`src/rtl/tlk2711_pkg.sv`:
```
// Shared constants, state encoding and CRC helper
// for the TLK2711B transmit framer.
package tlk2711_pkg;

  localparam logic [15:0] K_IDLE     = 16'hC5BC;
  localparam logic [15:0] K_SOF      = 16'h50FB;
  localparam logic [15:0] K_EOF      = 16'h50FD;
  localparam logic [15:0] CRC16_POLY = 16'h1021;
  localparam logic [15:0] CRC16_INIT = 16'hFFFF;

  typedef enum logic [2:0] {
    IDLE,
    SOF,
    DATA,
    CRC,
    EOF,
    IFG
  } state_e;

  // CRC-16/CCITT, one 16-bit word per call, MSB first
  function automatic logic [15:0] crc16_word(
    input logic [15:0] crc,
    input logic [15:0] data
  );
    logic [15:0] c;
    c = crc;
    for (int i = 15; i >= 0; i--) begin
      if (c[15] ^ data[i]) c = {c[14:0], 1'b0} ^ CRC16_POLY;
      else                 c = {c[14:0], 1'b0};
    end
    return c;
  endfunction

endpackage

```
`src/rtl/tlk2711_tx_framer_fifo.sv`:
```
// First-word-fall-through synchronous FIFO with
// full/empty flags and fill count.
module sync_fifo_fwft #(
  parameter int W = 17,
  parameter int D = 32
) (
  input  logic               clk_i,
  input  logic               rst_ni,
  input  logic               wr_en_i,
  input  logic [W-1:0]       wr_data_i,
  input  logic               rd_en_i,
  output logic [W-1:0]       rd_data_o,
  output logic               full_o,
  output logic               empty_o,
  output logic [$clog2(D):0] fill_o
);

  localparam int AW = $clog2(D);

  logic [W-1:0]  mem_q [D];
  logic [AW-1:0] wr_ptr_q, rd_ptr_q;
  logic [AW:0]   cnt_q, cnt_d;
  logic          do_wr, do_rd;

  assign full_o    = (cnt_q == (AW+1)'(D));
  assign empty_o   = (cnt_q == '0);
  assign fill_o    = cnt_q;
  assign rd_data_o = mem_q[rd_ptr_q];

  // a pop frees the slot, so a push while full is accepted
  assign do_rd = rd_en_i & ~empty_o;
  assign do_wr = wr_en_i & (~full_o | do_rd);

  always_comb begin
    cnt_d = cnt_q;
    unique case ({do_wr, do_rd})
      2'b10:   cnt_d = cnt_q + 1'b1;
      2'b01:   cnt_d = cnt_q - 1'b1;
      default: cnt_d = cnt_q;
    endcase
  end

  always_ff @(posedge clk_i) begin
    if (do_wr) mem_q[wr_ptr_q] <= wr_data_i;
  end

  always_ff @(posedge clk_i) begin
    if (!rst_ni) begin
      wr_ptr_q <= '0;
      rd_ptr_q <= '0;
      cnt_q    <= '0;
    end else begin
      if (do_wr) wr_ptr_q <= wr_ptr_q + 1'b1;
      if (do_rd) rd_ptr_q <= rd_ptr_q + 1'b1;
      cnt_q <= cnt_d;
    end
  end

endmodule

```
`src/rtl/tlk2711_tx_framer.sv`:
```
// TLK2711B transmit framer: buffers payload and emits
// SOF / payload / CRC-16 / EOF / idle gap on txd.
module tlk2711_tx_framer
  import tlk2711_pkg::*;
#(
  parameter int          FIFO_DEPTH   = 32,
  parameter int          START_THRESH = 8,
  parameter int          MIN_IFG      = 2,
  parameter logic [15:0] IDLE_WORD    = K_IDLE,
  parameter logic [15:0] SOF_WORD     = K_SOF,
  parameter logic [15:0] EOF_WORD     = K_EOF
) (
  input  logic        sys_clk,
  input  logic        sys_rstn,
  input  logic        tx_en,
  input  logic [15:0] s_tdata,
  input  logic        s_tvalid,
  input  logic        s_tlast,
  output logic        s_tready,
  output logic [15:0] txd,
  output logic        tkmsb,
  output logic        tklsb,
  output logic        busy,
  output logic [31:0] frame_cnt,
  output logic [15:0] underrun_cnt
);

  localparam int          AW  = $clog2(FIFO_DEPTH);
  localparam logic [AW:0] THR = (AW+1)'(START_THRESH);
  localparam logic [15:0] IFG_LAST = 16'(MIN_IFG - 1);

  state_e      state_q;
  logic [15:0] crc_q, txd_q, ifg_q, urun_q;
  logic        tkmsb_q, tklsb_q, busy_q;
  logic [31:0] fcnt_q;
  logic [AW:0] last_cnt_q, last_cnt_d, fill;
  logic [16:0] rd_data;
  logic        full, empty, wr, rd, start;

  assign s_tready = ~full & sys_rstn;
  assign wr       = s_tvalid & s_tready;
  assign rd       = (state_q == DATA) & ~empty;
  assign start    = tx_en & ((last_cnt_q != '0) | (fill >= THR));

  sync_fifo_fwft #(.W(17), .D(FIFO_DEPTH)) u_fifo (
    .clk_i     (sys_clk),
    .rst_ni    (sys_rstn),
    .wr_en_i   (wr),
    .wr_data_i ({s_tlast, s_tdata}),
    .rd_en_i   (rd),
    .rd_data_o (rd_data),
    .full_o    (full),
    .empty_o   (empty),
    .fill_o    (fill)
  );

  always_comb begin
    last_cnt_d = last_cnt_q;
    unique case ({wr & s_tlast, rd & rd_data[16]})
      2'b10:   last_cnt_d = last_cnt_q + 1'b1;
      2'b01:   last_cnt_d = last_cnt_q - 1'b1;
      default: last_cnt_d = last_cnt_q;
    endcase
  end

  always_ff @(posedge sys_clk) begin
    if (!sys_rstn) begin
      state_q    <= IDLE;
      crc_q      <= CRC16_INIT;
      txd_q      <= IDLE_WORD;
      tkmsb_q    <= 1'b0;
      tklsb_q    <= 1'b1;
      busy_q     <= 1'b0;
      fcnt_q     <= '0;
      urun_q     <= '0;
      ifg_q      <= '0;
      last_cnt_q <= '0;
    end else begin
      last_cnt_q <= last_cnt_d;
      tkmsb_q    <= 1'b0;
      unique case (state_q)
        IDLE: begin
          txd_q   <= IDLE_WORD;
          tklsb_q <= 1'b1;
          if (start) state_q <= SOF;
        end
        SOF: begin
          txd_q   <= SOF_WORD;
          tklsb_q <= 1'b1;
          crc_q   <= CRC16_INIT;
          busy_q  <= 1'b1;
          state_q <= DATA;
        end
        DATA: begin
          if (!empty) begin
            txd_q   <= rd_data[15:0];
            tklsb_q <= 1'b0;
            crc_q   <= crc16_word(crc_q, rd_data[15:0]);
            if (rd_data[16]) state_q <= CRC;
          end else begin
            // fill idle; receiver discards K words inside a frame
            txd_q   <= IDLE_WORD;
            tklsb_q <= 1'b1;
            if (urun_q != 16'hFFFF) urun_q <= urun_q + 1'b1;
          end
        end
        CRC: begin
          txd_q   <= crc_q;
          tklsb_q <= 1'b0;
          state_q <= EOF;
        end
        EOF: begin
          txd_q   <= EOF_WORD;
          tklsb_q <= 1'b1;
          fcnt_q  <= fcnt_q + 1'b1;
          busy_q  <= 1'b0;
          ifg_q   <= '0;
          state_q <= IFG;
        end
        IFG: begin
          txd_q   <= IDLE_WORD;
          tklsb_q <= 1'b1;
          ifg_q   <= ifg_q + 1'b1;
          if (ifg_q == IFG_LAST) state_q <= start ? SOF : IDLE;
        end
        default: state_q <= IDLE;
      endcase
    end
  end

  assign txd          = txd_q;
  assign tkmsb        = tkmsb_q;
  assign tklsb        = tklsb_q;
  assign busy         = busy_q;
  assign frame_cnt    = fcnt_q;
  assign underrun_cnt = urun_q;

endmodule
```
`config.mk`:
```
export PLATFORM = sky130hd
export DESIGN_NAME = tlk2711_tx_framer
export DESIGN_NICKNAME = d
export VERILOG_FILES = /design/src/rtl/tlk2711_pkg.sv /design/src/rtl/tlk2711_tx_framer_fifo.sv /design/src/rtl/tlk2711_tx_framer.sv
export SDC_FILE = /design/constraint.sdc
export NUM_CORES = 1
export LEC_CHECK = 0
export BUFFER_PORTS_ARGS = -buffer_cell sky130_fd_sc_hd__clkbuf_2
export CELL_PAD_IN_SITES_DETAIL_PLACEMENT = 0
export CELL_PAD_IN_SITES_GLOBAL_PLACEMENT = 1
export CORE_MARGIN = 2
export CORE_UTILIZATION = 45
export DETAILED_ROUTE_END_ITERATION = 12
export HOLD_SLACK_MARGIN = 0.08
export PLACE_DENSITY = 0.8
export SYNTH_ARGS = -nofsm -noshare
export SYNTH_HDL_FRONTEND = slang
export SYNTH_SLANG_ARGS = --single-unit
```
`constraint.sdc`:
```
create_clock -name sys_clk -period 8.3 [get_ports sys_clk]
set_input_delay 1.66 -clock sys_clk [delete_from_list [all_inputs] [get_ports sys_clk]]
set_output_delay 1.66 -clock sys_clk [all_outputs]
set_load 0.005 [all_outputs]
```
Word level (Yosys, flattened, before mapping):

Memories as Yosys holds them, arrays and structs flattened. A register that Yosys moved wholly into a read port is not among the register bits.
Index checks and enable logic that the tools add are counted.

* bitwise gates (word level): 44
* reduce and logical (&&, ||, !) cells: 15
* mux-type cells: 81
* add/subtract/negate cells: 9
* equality and inequality tests: 16
* order comparisons: 1

Operators with widths (count)
* 16-bit two-way mux: 47
* 13-bit two-way mux: 16
* 16-bit case mux with 5 select lines: 1
* 16-bit case mux with 2 select lines: 2
* 3-bit NOT: 16
* 16-bit by 1-bit adder with 16-bit output (second input constant): 2
* 32-bit by 1-bit adder with 32-bit output (second input constant): 1
* 6-bit case mux with 2 select lines: 2
* 3-bit case mux with 6 select lines: 1
* 16-bit by 1-bit == test with 1-bit output (second input constant): 1
* 16-bit != test (second input constant): 1
* 1-bit XOR: 16
* 6-bit by 1-bit adder with 6-bit output (second input constant): 2
* 3-bit two-way mux: 4
* 6-bit by 1-bit subtractor with 6-bit output (second input constant): 2
* 5-bit by 1-bit adder with 5-bit output (second input constant): 2
* 5-bit two-way mux: 2
* 2-bit nonzero test: 5
* 1-bit AND: 8
* 2-bit != test (second input constant): 4
* 3-bit by 2-bit == test with 1-bit output (second input constant): 2
* 3-bit == test (second input constant): 2
* 6-bit == test (second input constant): 1
* 6-bit by 4-bit >= comparator with 1-bit output (second input constant): 1
* 18 further kinds: 25

* bits of input ports: 21
* bits in writable memories: 544
* memories: 1
* flip-flop bits (word level): 123

Memory list
* u_fifo.mem_q: words 32, bits a word 17, rd ports 1, clocked after Yosys merged registers in 1, write ports 1, line tlk2711_tx_framer_fifo.sv:20 `logic [W-1:0] mem_q [D];`

Longest topological paths before layout:

* word-level depth: 79
* mapped depth: 21
* mapped depth without buffers: 18

Hierarchy:

A second synthesis with hierarchy kept.

* cell total of the unflattened synthesis: 1602
* area, all modules: 27552.7 µm²

Modules (own cells, without submodules)
* sync_fifo_fwft: area each 21825.9 µm², instances 1, cells an instance 929, sequential area each 16756.1 µm²
* tlk2711_tx_framer: area each 5726.7 µm², instances 1, cells an instance 673, sequential area each 2142.1 µm²

Least setup slack after synthesis:

Ideal clock, no wire load.

* kind: reg-to-reg
* start point: reg (tool-made name)
* end point: reg last_cnt_q[4]
* arrival time: 4272 ps
* stages on the path, launching flop included: 19
* data required time: 8185 ps
* period minus slack after synthesis: 4387 ps
* slack: 3913 ps
* cell sequence: dfxtp_1 buf_2 buf_2 buf_2 buf_2 mux4_2 mux4_2 mux2i_1 nor2_1 ha_1 buf_1 xor2_1 ha_1 a21oi_1 nor3b_1 o21ai_0 a21oi_1 xnor2_1 and2_1

RTL lines
* to (signal assigned): line tlk2711_tx_framer.sv:79 `last_cnt_q <= last_cnt_d;`
* to (decl): line tlk2711_tx_framer.sv:36 `logic [AW:0] last_cnt_q, last_cnt_d, fill;`

==> impl_metrics.toml <==
[outcome]
status = "complete, no violations"

[synth]
syn_inst = 1652
ys_ff_latch = 672
ys_warn_count = 0
synth_ff_type = "edfxtp_1"
yosys.area.top_type_share = 0.595
syn_avg_cell_area_um2 = 16.6
async_flop_share = 0
synth.area.top_cells = "edfxtp_1 60%, mux4_2 11%, dfxtp_1 9.3%"
synth_largest_area_cell = "edfxtp_1"
yosysSeqAreaShare = 0.689
synth-edff-count = 544
synth_area_mm2 = 0.0274
ys_types = 62
syn-num-nets = 1688

[final_layout]
num-nets-final = 1785
area_growth_pct = 13.4
layout_commonest_cell = "edfxtp_1"
fin_cells = 2586
layout_common_cells = "544 x edfxtp_1, 130 x mux4_2, 125 x dfxtp_1"
fillers = 4798
num_antenna_cells = 0
drive_above_1_share = 0.222

[clock_network]
ctsResizeCount = 0
h-tree-depth = 3
clk_latency_ps = 640
ctsRootBufferMaster = "clkbuf_16"
clk_path_buf_depth = 3
hold_buffers = 0
cts_tree = "yes"
clock-sinks = 672
post_cts_buffers = 0
cts_made_buffers = 70
clk_pin_slew_ps = 60

[timing]
setup_tns_ps = 0
min_period_ps = 4670
tightest_slew_ps = 1180
hold_violations = 0
setup_viol = 0
hold_ws_ps = 491
rsz0062_at_grt = "no"
post-route-period-util = 0.562
maxSlewHeadroom = 0.210
fmax_mhz = 214
slew_viol_final = 0
worst_slack_ps = 3630
finalClockSkew_ps = 50.4

[global_routing]
grt_max_degree = 85
grt_antenna_before_repair = 0
grt_pass1_vias = 15000
grt_pass1_wl_um = 97000
grt_usage = 0.207
grt_overflow = 0

[power]
power.leakage_nw = 10.1
p_per_area_mw_per_mm2 = 232
vdd_drop_max_uv = 206

[floorplanning]
die_area_mm2 = 0.0630
die_h_um = 251
initial_core_util = 0.455
core-area_mm2 = 0.0604
ios = 89
die_x_um = 251
rows = 90

[worst_setup_path]
slowest_stage = "dfxtp_4"
required_ps = 8810
r2r_cells = 10
critical_path.cell_chain = "buf_4, mux4_1, mux4_2, mux2_2, xnor2_2, xnor2_2, xor3_1, xnor2_1, a21boi_1, o22a_1"
r2r_setup_slack_ps = 3630
cpMostUsedCell = "xnor2_2"
reg2reg_to = "crc_q[12]"
critPathCaptureType = "flip-flop"
cp-start-kind = "flip-flop"
critPathArrivalTime_ps = 5180
max_stage_delay_ps = 750
cp_max_fo = 36
path_class = "reg -> reg"

[routing]
via_per_inst = 5.87
drc_errors = 0
first_iter_violations = 1614
via_count = 15200
detail_route.first_pass.iterations = 6
antenna_left = 0
totalWireLength_um = 64600
wl_per_cell_um = 25.0

[worst_hold_path]
min_path_cells = 2
min-delay-path-class = "reg -> reg"
whs_endpoint = "txd[3]"
hold_start = "txd[3]"

[placement]
dp_hpwl_um = 39800
place.gp.congestion = 0.853
dp_cells = 2459
dp_slack_ps = 3340
port_buffers = 87

[run]
cap_violations = 0
-- metal layers --
layer	wire (um)	GRT usage	part of all wire	vias up
li1	-	-	-	6630
met1	26700	0.279	0.41	7806
met2	31200	0.338	0.48	633
met3	4810	0.0436	0.074	110
met4	1890	0.0656	0.029	0
met5	0	0	0	-
-- area by class of cell --
class	count	area (um2)	area share
flip-flops and latches	672	18900	0.608
clock buffers	82	1880	0.0604
well taps	782	978	0.0314
inverters	19	71.3	0.00229
multi-input cells	883	8140	0.262
repair buffers	103	568	0.0183
clock inverters	45	569	0.0183
-- how the worst max path moves through the flow --
stage | startpoint | endpoint | slack [ps] | cells after the start
2_1_floorplan | flip-flop | last_cnt_q[4] | 3910 | 18
3_3_place_gp | sys_rstn | u_fifo.fill_o[4] | 3420 | 14
3_5_place_dp | sys_rstn | u_fifo.fill_o[4] | 3340 | 14
4_1_cts | flip-flop | crc_q[12] | 3600 | 10
5_1_grt | flip-flop | last_cnt_q[5] | 3390 | 12
6_report | flip-flop | crc_q[12] | 3630 | 10
-- state kept, by name (all words and copies together) (netlist names), named ones only --
register / cells
u_fifo.wr_ptr_q: 5
txd: 16
u_fifo.mem_q: 544
frame_cnt: 32
ifg_q: 16
state_q: 3
last_cnt_q: 6
u_fifo.rd_ptr_q: 5
tklsb: 1
u_fifo.fill_o: 6
busy: 1
underrun_cnt: 16
crc_q: 16
-- where the power goes --
group          switching, mW  internal, mW
registers            0.00955          3.65
logic                  0.160        0.0782
clock network           1.33          1.98
total                   1.50          5.71
-- critical path: cells and delay by family, from the launching register on --
kind | cells | cell delay [ps]
xor+xnor | 4 | 1260
mux | 3 | 1550
flops | 1 | 750
buf+inv | 1 | 650
compound gates | 2 | 280
-- through the flow --
stage / util / instance area [um2] / total power, mW
floorplan: - / 27400 / 3.87
global placement: 0.475 / 28700 / 3.96
detailed placement: 0.475 / 28700 / 3.97
CTS: 0.515 / 31100 / 7.26
global route: 0.515 / 31100 / 7.40
finish: 0.515 / 31100 / 7.21
-- logic make-up (layout without fill, tap and decap cells) --
group	count (synthesis)	in the layout	share of synthesized area
AOI/OAI and AO/OA	196	196	0.0468
other	1	1	0.000137
buffers and inverters	97	249	0.0177
xor gates and xnor gates	107	107	0.0381
and+or+nand+nor	376	376	0.0692
muxes	188	188	0.133
adders and majority gates	15	15	0.00684
DFF	672	672	0.689
-- synthesized netlist by cell type, types with 19 or more instances --
| cell type | n |
|---|---|
| a21boi_0 | 22 |
| a21oi_1 | 24 |
| and2_1 | 53 |
| and3_1 | 23 |
| clkbuf_1 | 40 |
| dfxtp_1 | 128 |
| edfxtp_1 | 544 |
| mux2i_1 | 46 |
| mux4_2 | 130 |
| nand2_1 | 105 |
| nand3_1 | 24 |
| nor2_1 | 79 |
| nor2b_1 | 22 |
| o21ai_0 | 54 |
| o22ai_1 | 28 |
| or3_1 | 19 |
| xnor2_1 | 69 |
| xor2_1 | 27 |
Note: power is estimated with default switching activity, not from simulation.
